===== config.mk =====
export PLATFORM = sky130hd
export DESIGN_NAME = rsff_chk_lfsr
export DESIGN_NICKNAME = d
export VERILOG_FILES = /design/src/rtl/rsff_chk_pkg.sv /design/src/rtl/rsff_chk_lfsr.sv
export SDC_FILE = /design/constraint.sdc
export NUM_CORES = 1
export LEC_CHECK = 0
export ABC_AREA = 1
export ABC_CLOCK_PERIOD_IN_PS = 1100
export CAP_MARGIN = 15
export CELL_PAD_IN_SITES_DETAIL_PLACEMENT = 0
export CELL_PAD_IN_SITES_GLOBAL_PLACEMENT = 2
export CORE_ASPECT_RATIO = 1.1
export CORE_UTILIZATION = 27
export CTS_BUF_LIST = sky130_fd_sc_hd__clkbuf_8
export DETAILED_ROUTE_END_ITERATION = 8
export PLACE_DENSITY_LB_ADDON = 0.3
export RECOVER_POWER = 100
export SLEW_MARGIN = 20
export SYNTH_ARGS = -nofsm -noshare
export SYNTH_HDL_FRONTEND = slang
export SYNTH_SLANG_ARGS = --single-unit

===== constraint.sdc =====
create_clock -name clk -period 1.1 [get_ports clk]
set_clock_uncertainty 0.15 [all_clocks]
set_input_delay 0.33 -clock clk [delete_from_list [all_inputs] [get_ports clk]]
set_output_delay 0.33 -clock clk [all_outputs]
set_load 0.02 [all_outputs]

===== src/rtl/rsff_chk_pkg.sv =====
// rsff_chk_pkg: shared state encoding, LFSR polynomial and seed for the RSFF stimulus checker.
`default_nettype none

package rsff_chk_pkg;

   typedef logic [1:0] state_t;

   localparam logic [1:0] ST_IDLE  = 2'd0;
   localparam logic [1:0] ST_DRIVE = 2'd1;
   localparam logic [1:0] ST_CHECK = 2'd2;
   localparam logic [1:0] ST_DONE  = 2'd3;

   // x^16+x^14+x^13+x^11+1 as a right-shifting Fibonacci register: taps at bits 0,2,3,5
   localparam logic [15:0] LFSR_TAPS    = 16'h002D;
   localparam logic [15:0] DEFAULT_SEED = 16'hACE1;

   function automatic logic [15:0] lfsr_next(input logic [15:0] s);
      return {^(s & LFSR_TAPS), s[15:1]};
   endfunction

endpackage

`default_nettype wire


===== src/rtl/rsff_chk_lfsr.sv =====
// rsff_chk_lfsr: 16-bit Fibonacci LFSR with synchronous load of SEED and advance enable.
`default_nettype none

module rsff_chk_lfsr
   import rsff_chk_pkg::*;
#(
   parameter logic [15:0] SEED = DEFAULT_SEED
) (
   input  logic        clk,
   input  logic        reset,
   input  logic        load,
   input  logic        advance,
   output logic [15:0] state
);

   always_ff @(posedge clk or negedge reset) begin
      if (!reset) begin
         state <= SEED;
      end else if (load) begin
         state <= SEED;
      end else if (advance) begin
         state <= lfsr_next(state);
      end
   end

endmodule

`default_nettype wire


# [Word-level counts from Yosys, hierarchy flattened]
# Index checks and enable logic that the tools add are counted.
[totals] output_inout_bits=16 ff_bits=16 elab_cells=5
[classes] mux=2 n_reduce_logical=2
[ops] cell="$mux 16" n=2
[ops] cell="$reduce_xor 16->1" n=1
[ops] cell="$reduce_bool 2->1" n=1

# [Logic depth before layout (Yosys ltp)]
# Gate-level depths: netlist of the first run.
[depth] word_depth=3 mapped_depth=6 mapped_depth_nobuf=6

# [Least setup slack after synthesis of the first run]
# Ideal clock, no wire load.
[synth_path] path_type="flip-flop to flip-flop" startpoint="register state[5]" endpoint="register state[15]" setup_slack_ps=-50 arrival_time_ps=939 path_buffers=0 path_stages_with_launch=7 required_time_ps=890 setup_ps=60 cell_sequence="dfstp_2 inv_1 nand2_1 nand2_1 nand2_1 nand3_1 nand2_1"
[synth_via] elab_chain_cells=3
[synth_lines] element="from (decl)" line_no="rsff_chk_lfsr.sv:13" source="output logic [15:0] state"
[synth_lines] element="from (signal assigned)" line_no="rsff_chk_lfsr.sv:22" source="state <= lfsr_next(state);"
[synth_lines] element="$reduce_xor 16->1" line_no="rsff_chk_pkg.sv:18" source="return {^(s & LFSR_TAPS), s[15:1]};"
[synth_lines] element="$mux 16" line_no="rsff_chk_lfsr.sv:21" source="end else if (advance) begin"
[synth_lines] element="$mux 16" line_no="rsff_chk_lfsr.sv:19" source="end else if (load) begin"
# Every way passes these cells. The select of a mux whose other input is x is not followed.
# A chain may end at the register's enable or synchronous reset.

# [Worst setup path in the final report of the first run]
[layout_path] startpoint="register state[11]" endpoint="output state[11]"
# No word-level cell between the ends.

==> results of run 1 <==
## tightest hold or removal path: stages
cell and delay (ps):
clkbuf_2 130, a21oi_1 50, nand2_1 60
## repair_timing
item	in CTS	in global routing
endpoints found under the setup margin	32	24
pin swaps	1	5
gates resized for setup	103	5
hold buffers	0	0
## layer usage
layer,vias to the layer above,part of all wire (%)
met5,-,0
met4,0,0
met3,0,3.8
met2,14,50
met1,295,46
li1,319,-
## cell families after synthesis
group | share of synthesized area, %
AOI/OAI and AO/OA | 14.1
and+or+nand+nor | 16.8
buffers and inverters | 8.97
DFF | 60.1
## worst min path at each step
stage	from	endpoint	slack [ps]	cells past startpoint
CTS	reset	state[12]	260	2
finish	load	state[15]	210	3
floorplan	reset	state[12]	-120	0
detailed placement	state[7]	state[7]	330	2
global placement	state[7]	state[7]	330	2
global route	load	state[15]	210	3
## cell usage after synthesis
cell type	instances
inv_2	2
nand2_1	22
nand3_1	2
buf_2	1
o22ai_1	3
a21oi_1	3
dfstp_2	8
a22oi_1	5
nor2_1	3
dfrtp_1	8
nor2_4	1
o21ai_0	5
inv_1	13
## power by group
group	switching (mW)	internal (mW)
registers	0.0256	0.640
clock network	0.189	0.317
logic	0.150	0.138
## placed cells by master (no fill, tap or decap), drive strengths merged, types with 3 or more instances in the layout
cell type  Yosys  final
nor2           4      4
clkbuf         0      9
a21oi          3      3
o21ai          5      5
buf            1     31
o22ai          3      3
nand2         22     22
a22oi          5      5
dfrtp          8      8
inv           15     15
dfstp          8      8
## area by class of cell
type	instances	area [µm²]	share of cell area (%)
sequential	16	410	36.9
timing repair buffer	37	327	29.4
multi-input combinational	44	226	20.4
inverter	15	56.3	5.06
clock buffer	4	55.1	4.95
tap	30	37.5	3.37
==> impl_results.md, run 1 <==
- CTS tree: done
- Row count: 18
- Fmax: 0.729 GHz
- Top cell type by total area after synthesis: dfstp_2
- Layout area overhead: 62.8%
- Fraction of layout cells with a size suffix above 1: 48.3%
- Clk slew on worst S/H paths: 60 ps
- Buffers & Inverters on Critical Path: 1
- Maxcap violations: 0
- Worst-Margin Slew: 392 ps
- Leakage power: 0.578 nW
- Hold Worst Slack: 208 ps
- RR Startpoint: state[5]
- CP cell instances: buf_6
- Post-route setup TNS: -3530 ps
- Pwr/cell area: 1310 mW/mm²
- Clk_lat worst skew: 240 ps
- Net count after synthesis: 80
- Gr usage total: 12.9%
- Fin nets: 121
- DP Wirelength: 1210 µm
- Period minus WS final: 1370 ps
- Number of flip-flops in the largest register: 16
- Cells after Synth: 76
- Mapped Avg Cell Area: 8.99 µm²
- Netlist Area Pre-Place: 683 µm²
- Die area: 0.00274 mm²
- Critical Path End Type: output port
- Critical path peak fanout: 2
- Global-route congestion overflow total: 0
- Worst Path Required: 620 ps
- CP max-delay cell: dfstp_2
- Critical Path Start Type: flop
- Drt wl/cell: 10.7 µm
- Post-synth top area share: 30.8%
- Vias in the first global route: 624
- Regs by FF count: state x16
- Initial antenna violation count: 0
- Unrepaired setup endpoints after global routing: true
- CTS Sinks: 16
- Met1 Use GR: 15.3%
- Failing checks: setup timing
- # port buffers: 19
- Met3 usage: 1.94%
- Setup WS post-layout: -272 ps
- Critical Path Sink: state[11]
- Total power: 1.46 mW
- Fillers: 245
- VDD IR max: 0.000742 V
- Crit path launch: state[11]
- CP Depth: 1
- Synth Register Bits: 16
- Inserted Diodes: 0
- Max stage delay on crit path: 540 ps
- DP Area: 0.00105 mm²
- Post-route DRC violation count: 0
- Top Family by Delay on Critical Path: flip-flops
- Ranking of synthesized cells by area: dfstp_2 31%, dfrtp_1 29%, nand2_1 12%
- Core area: 0.00232 mm²
- Gp weighted congestion: 0.706
- M2 GR Usage: 23.6%
- Largest net degree at the start of global routing: 17
- Design area: 0.00111 mm²
- DR vias/cell: 4.30
- Starting density of the core: 29.4%
- Most flop-heavy register: state
- Post-CTS Setup Repair Bufs: 0
- Post-route insts no fill: 146
- Critical path class: flop to output port
- Number of setup violations in the final report: 19
- Vias: 628
- Fin. Hold Viols: 0
- Reg2reg path depth: 7
- Total of warnings raised by yosys: 0
- Pre-CTS WS: -519 ps
- HP Class: primary input to flop
- Drt pass-1 iters: 2
- Root buf cell: clkbuf_8
- Height of the die: 54.8 µm
- Rel. slew slack: 73.9%
- RR Endpoint: state[15]
- First-pass GRT wire length: 2580 µm
- Register area share after synthesis: 60.1%
- # H-tree levels: 1
- CTS max path bufs: 2
- Outcome: complete, but fails checks
- Busiest layer in global routing: met2
- Boundary pin count: 20
- Critical Path AT: 890 ps
- Post-route core utilization: 48.0%
- Die Wd: 50.0 µm
- Final wirelength: 1560 µm
- Slew Viols, Final: 0
- Post-placement cell count: 142
- Count of cell types in the netlist: 13
- Routed Antenna Nets: 0
- Period utilization: 125%
- R2R setup slack: -120 ps
- CTS Buf Count: 3
- 1st-iter DRT viols: 3
No activity file was read; power rests on OpenSTA's default activity.
==> run 2: changes to the inputs <==
--- a/config.mk
+++ b/config.mk
@@ -6,8 +6,7 @@
 export NUM_CORES = 1
 export LEC_CHECK = 0
 export ABC_AREA = 1
-export ABC_CLOCK_PERIOD_IN_PS = 1100
-export CAP_MARGIN = 15
+export ABC_CLOCK_PERIOD_IN_PS = 1300
 export CELL_PAD_IN_SITES_DETAIL_PLACEMENT = 0
 export CELL_PAD_IN_SITES_GLOBAL_PLACEMENT = 2
 export CORE_ASPECT_RATIO = 1.1
==> constraint.sdc (replaced) <==
create_clock -name clk -period 1.3 [get_ports clk]
set_clock_uncertainty 0.15 [all_clocks]
set_input_delay 0.39 -clock clk [delete_from_list [all_inputs] [get_ports clk]]
set_output_delay 0.39 -clock clk [all_outputs]
set_load 0.02 [all_outputs]
==> run 2 against run 1 <==
  * The flow still finishes with violations (setup timing)
  * Wire length is 2.6% higher
  * Combinational power decreased by 15%
  * Sequential share of layout area decreased by 0.45 points
  * Sequential power down 15%
==> impl_results.md, run 2 (synthesis gave the netlist of run 1 again) <==
- CP max-delay cell: dfstp_2
- Hold Path Cell Cnt: 2
- Layout area overhead: 64.8%
- Fraction of layout cells with a size suffix above 1: 43.7%
- Sw frac: 25.2%
- DP Wirelength: 1200 µm
- HP Class: flop to flop
- Rel. slew slack: 74.1%
- Leakage power: 0.594 nW
- Post-route DRC violation count: 0
- Gp weighted congestion: 0.755
- CTS max path bufs: 2
- Outcome: complete, but fails checks
- Max stage delay on crit path: 550 ps
- Gr usage total: 14.3%
- Vias: 643
- Period utilization: 111%
- Buffers & Inverters on Critical Path: 1
- Root buf cell: clkbuf_8
- Most common cell after layout, fill and taps aside: nand2_1
- 1st-iter DRT viols: 9
- Pwr/cell area: 1100 mW/mm²
- CP cell instances: buf_6
- Worst-Margin Slew: 389 ps
- Maxcap violations: 0
- Unrepaired setup endpoints after global routing: true
- DP Area: 0.00106 mm²
- Core area: 0.00232 mm²
- Routed Antenna Nets: 0
- Setup WS post-layout: -149 ps
- Reg power frac: 45.3%
- Number of setup violations in the final report: 16
- VDD IR max: 0.000758 V
- Die Wd: 50.0 µm
- CTS Sinks: 16
- Reg2reg path depth: 7
- Critical Path End Type: output port
- Die area: 0.00274 mm²
- Fin nets: 124
- Internal power: 930 µW
- # port buffers: 19
- CTS tree: done
- Top Family by Delay on Critical Path: flip-flops
- Worst Path Required: 760 ps
- Design area: 0.00113 mm²
- Final wirelength: 1600 µm
- Critical path peak fanout: 2
- Logic pwr share: 19.7%
- Post-route setup TNS: -1210 ps
- Clk_lat worst skew: 250 ps
- Commonest cells after routing, fill and taps aside: 22 x nand2_1, 16 x buf_6, 15 x buf_4
- Failing checks: setup timing
- CP Depth: 1
- Clk slew on worst S/H paths: 60 ps
- Psw: 313 µW
- Height of the die: 54.8 µm
- Most flop-heavy register: state
- Number of flip-flops in the largest register: 16
- # H-tree levels: 1
- Starting density of the core: 29.4%
- CTS Buf Count: 3
- Fmax: 0.690 GHz
- Critical Path AT: 910 ps
- CTS Hold Bufs: 0
- Area of the multi-input gates: 206 µm²
- First-pass GRT wire length: 2770 µm
- Pre-CTS WS: -421 ps
- Vias in the first global route: 644
- Critical path class: flop to output port
- Fin. Hold Viols: 0
- Slew Viols, Final: 0
- Fillers: 242
- Critical Path Start Type: flop
- Inserted Diodes: 0
- Clock power frac: 35.0%
- Global-route congestion overflow total: 0
- Total power: 1.24 mW
- Seq. cell area: 410 µm²
- Post-placement cell count: 143
- Regs by FF count: state x16
- Boundary pin count: 20
- Largest net degree at the start of global routing: 17
- Row count: 18
- Drt wl/cell: 10.8 µm
- Drt pass-1 iters: 2
- Period minus WS final: 1450 ps
- DR vias/cell: 4.32
- Initial antenna violation count: 0
- Post-route insts no fill: 149
-- run 2: layout make-up --
class / instances / area share, %
Multi-Input combinational cell: 44 / 18.3
Timing Repair Buffer: 40 / 32.0
Tap cell: 30 / 3.33
Inverter: 15 / 5.00
Clock buffer: 4 / 4.89
Sequential cell: 16 / 36.4
-- run 2: power by group through the flow --
stage / Combinational (mW) / Sequential (mW) / Clock (mW)
floorplan: 0.0594 / 0.608 / 0
global placement: 0.250 / 0.564 / 0
detailed placement: 0.249 / 0.565 / 0
CTS: 0.257 / 0.564 / 0.443
global route: 0.270 / 0.567 / 0.476
finish: 0.245 / 0.563 / 0.435
-- run 2: layer usage --
metal | up-vias | part of all wire [%] | track usage [%]
li1 | 327 | - | -
met1 | 295 | 46 | 17.9
met2 | 17 | 47 | 23.2
met3 | 4 | 4.4 | 2.50
met4 | 0 | 2.4 | 8.57
met5 | - | 0 | 0
-- run 2: through the flow --
step | hold slack, ps | util (%)
2_1_floorplan | -55.6 | -
3_3_place_gp | 327 | 45.7
3_5_place_dp | 337 | 45.7
4_1_cts | 321 | 49.2
5_1_grt | 376 | 48.5
6_report | 350 | 48.5
-- run 2: timing repair --
| action | 4_1_cts | 5_1_grt |
|---|---|---|
| resized for setup | 100 | 1 |
| setup buffers | 0 | 2 |
| gates cloned | 0 | 0 |
| endpoints found under the setup margin | 30 | 17 |
-- run 2: path summary, 6_finish.rpt --
path / slack, ps / from / end
max reg2reg: 80 / state[5] / state[15]
min reg2reg: 350 / state[7] / state[7]
min in group asynchronous: 440 / reset / state[14]
max: -150 / state[15] / state[15]
max in group asynchronous: 240 / reset / state[6]
min: 350 / state[7] / state[7]
-- run 2: worst min-delay path, cell delays in order (launching register included) --
cell	delay [ps]
dfstp_2	370
inv_1	60
a21oi_1	60
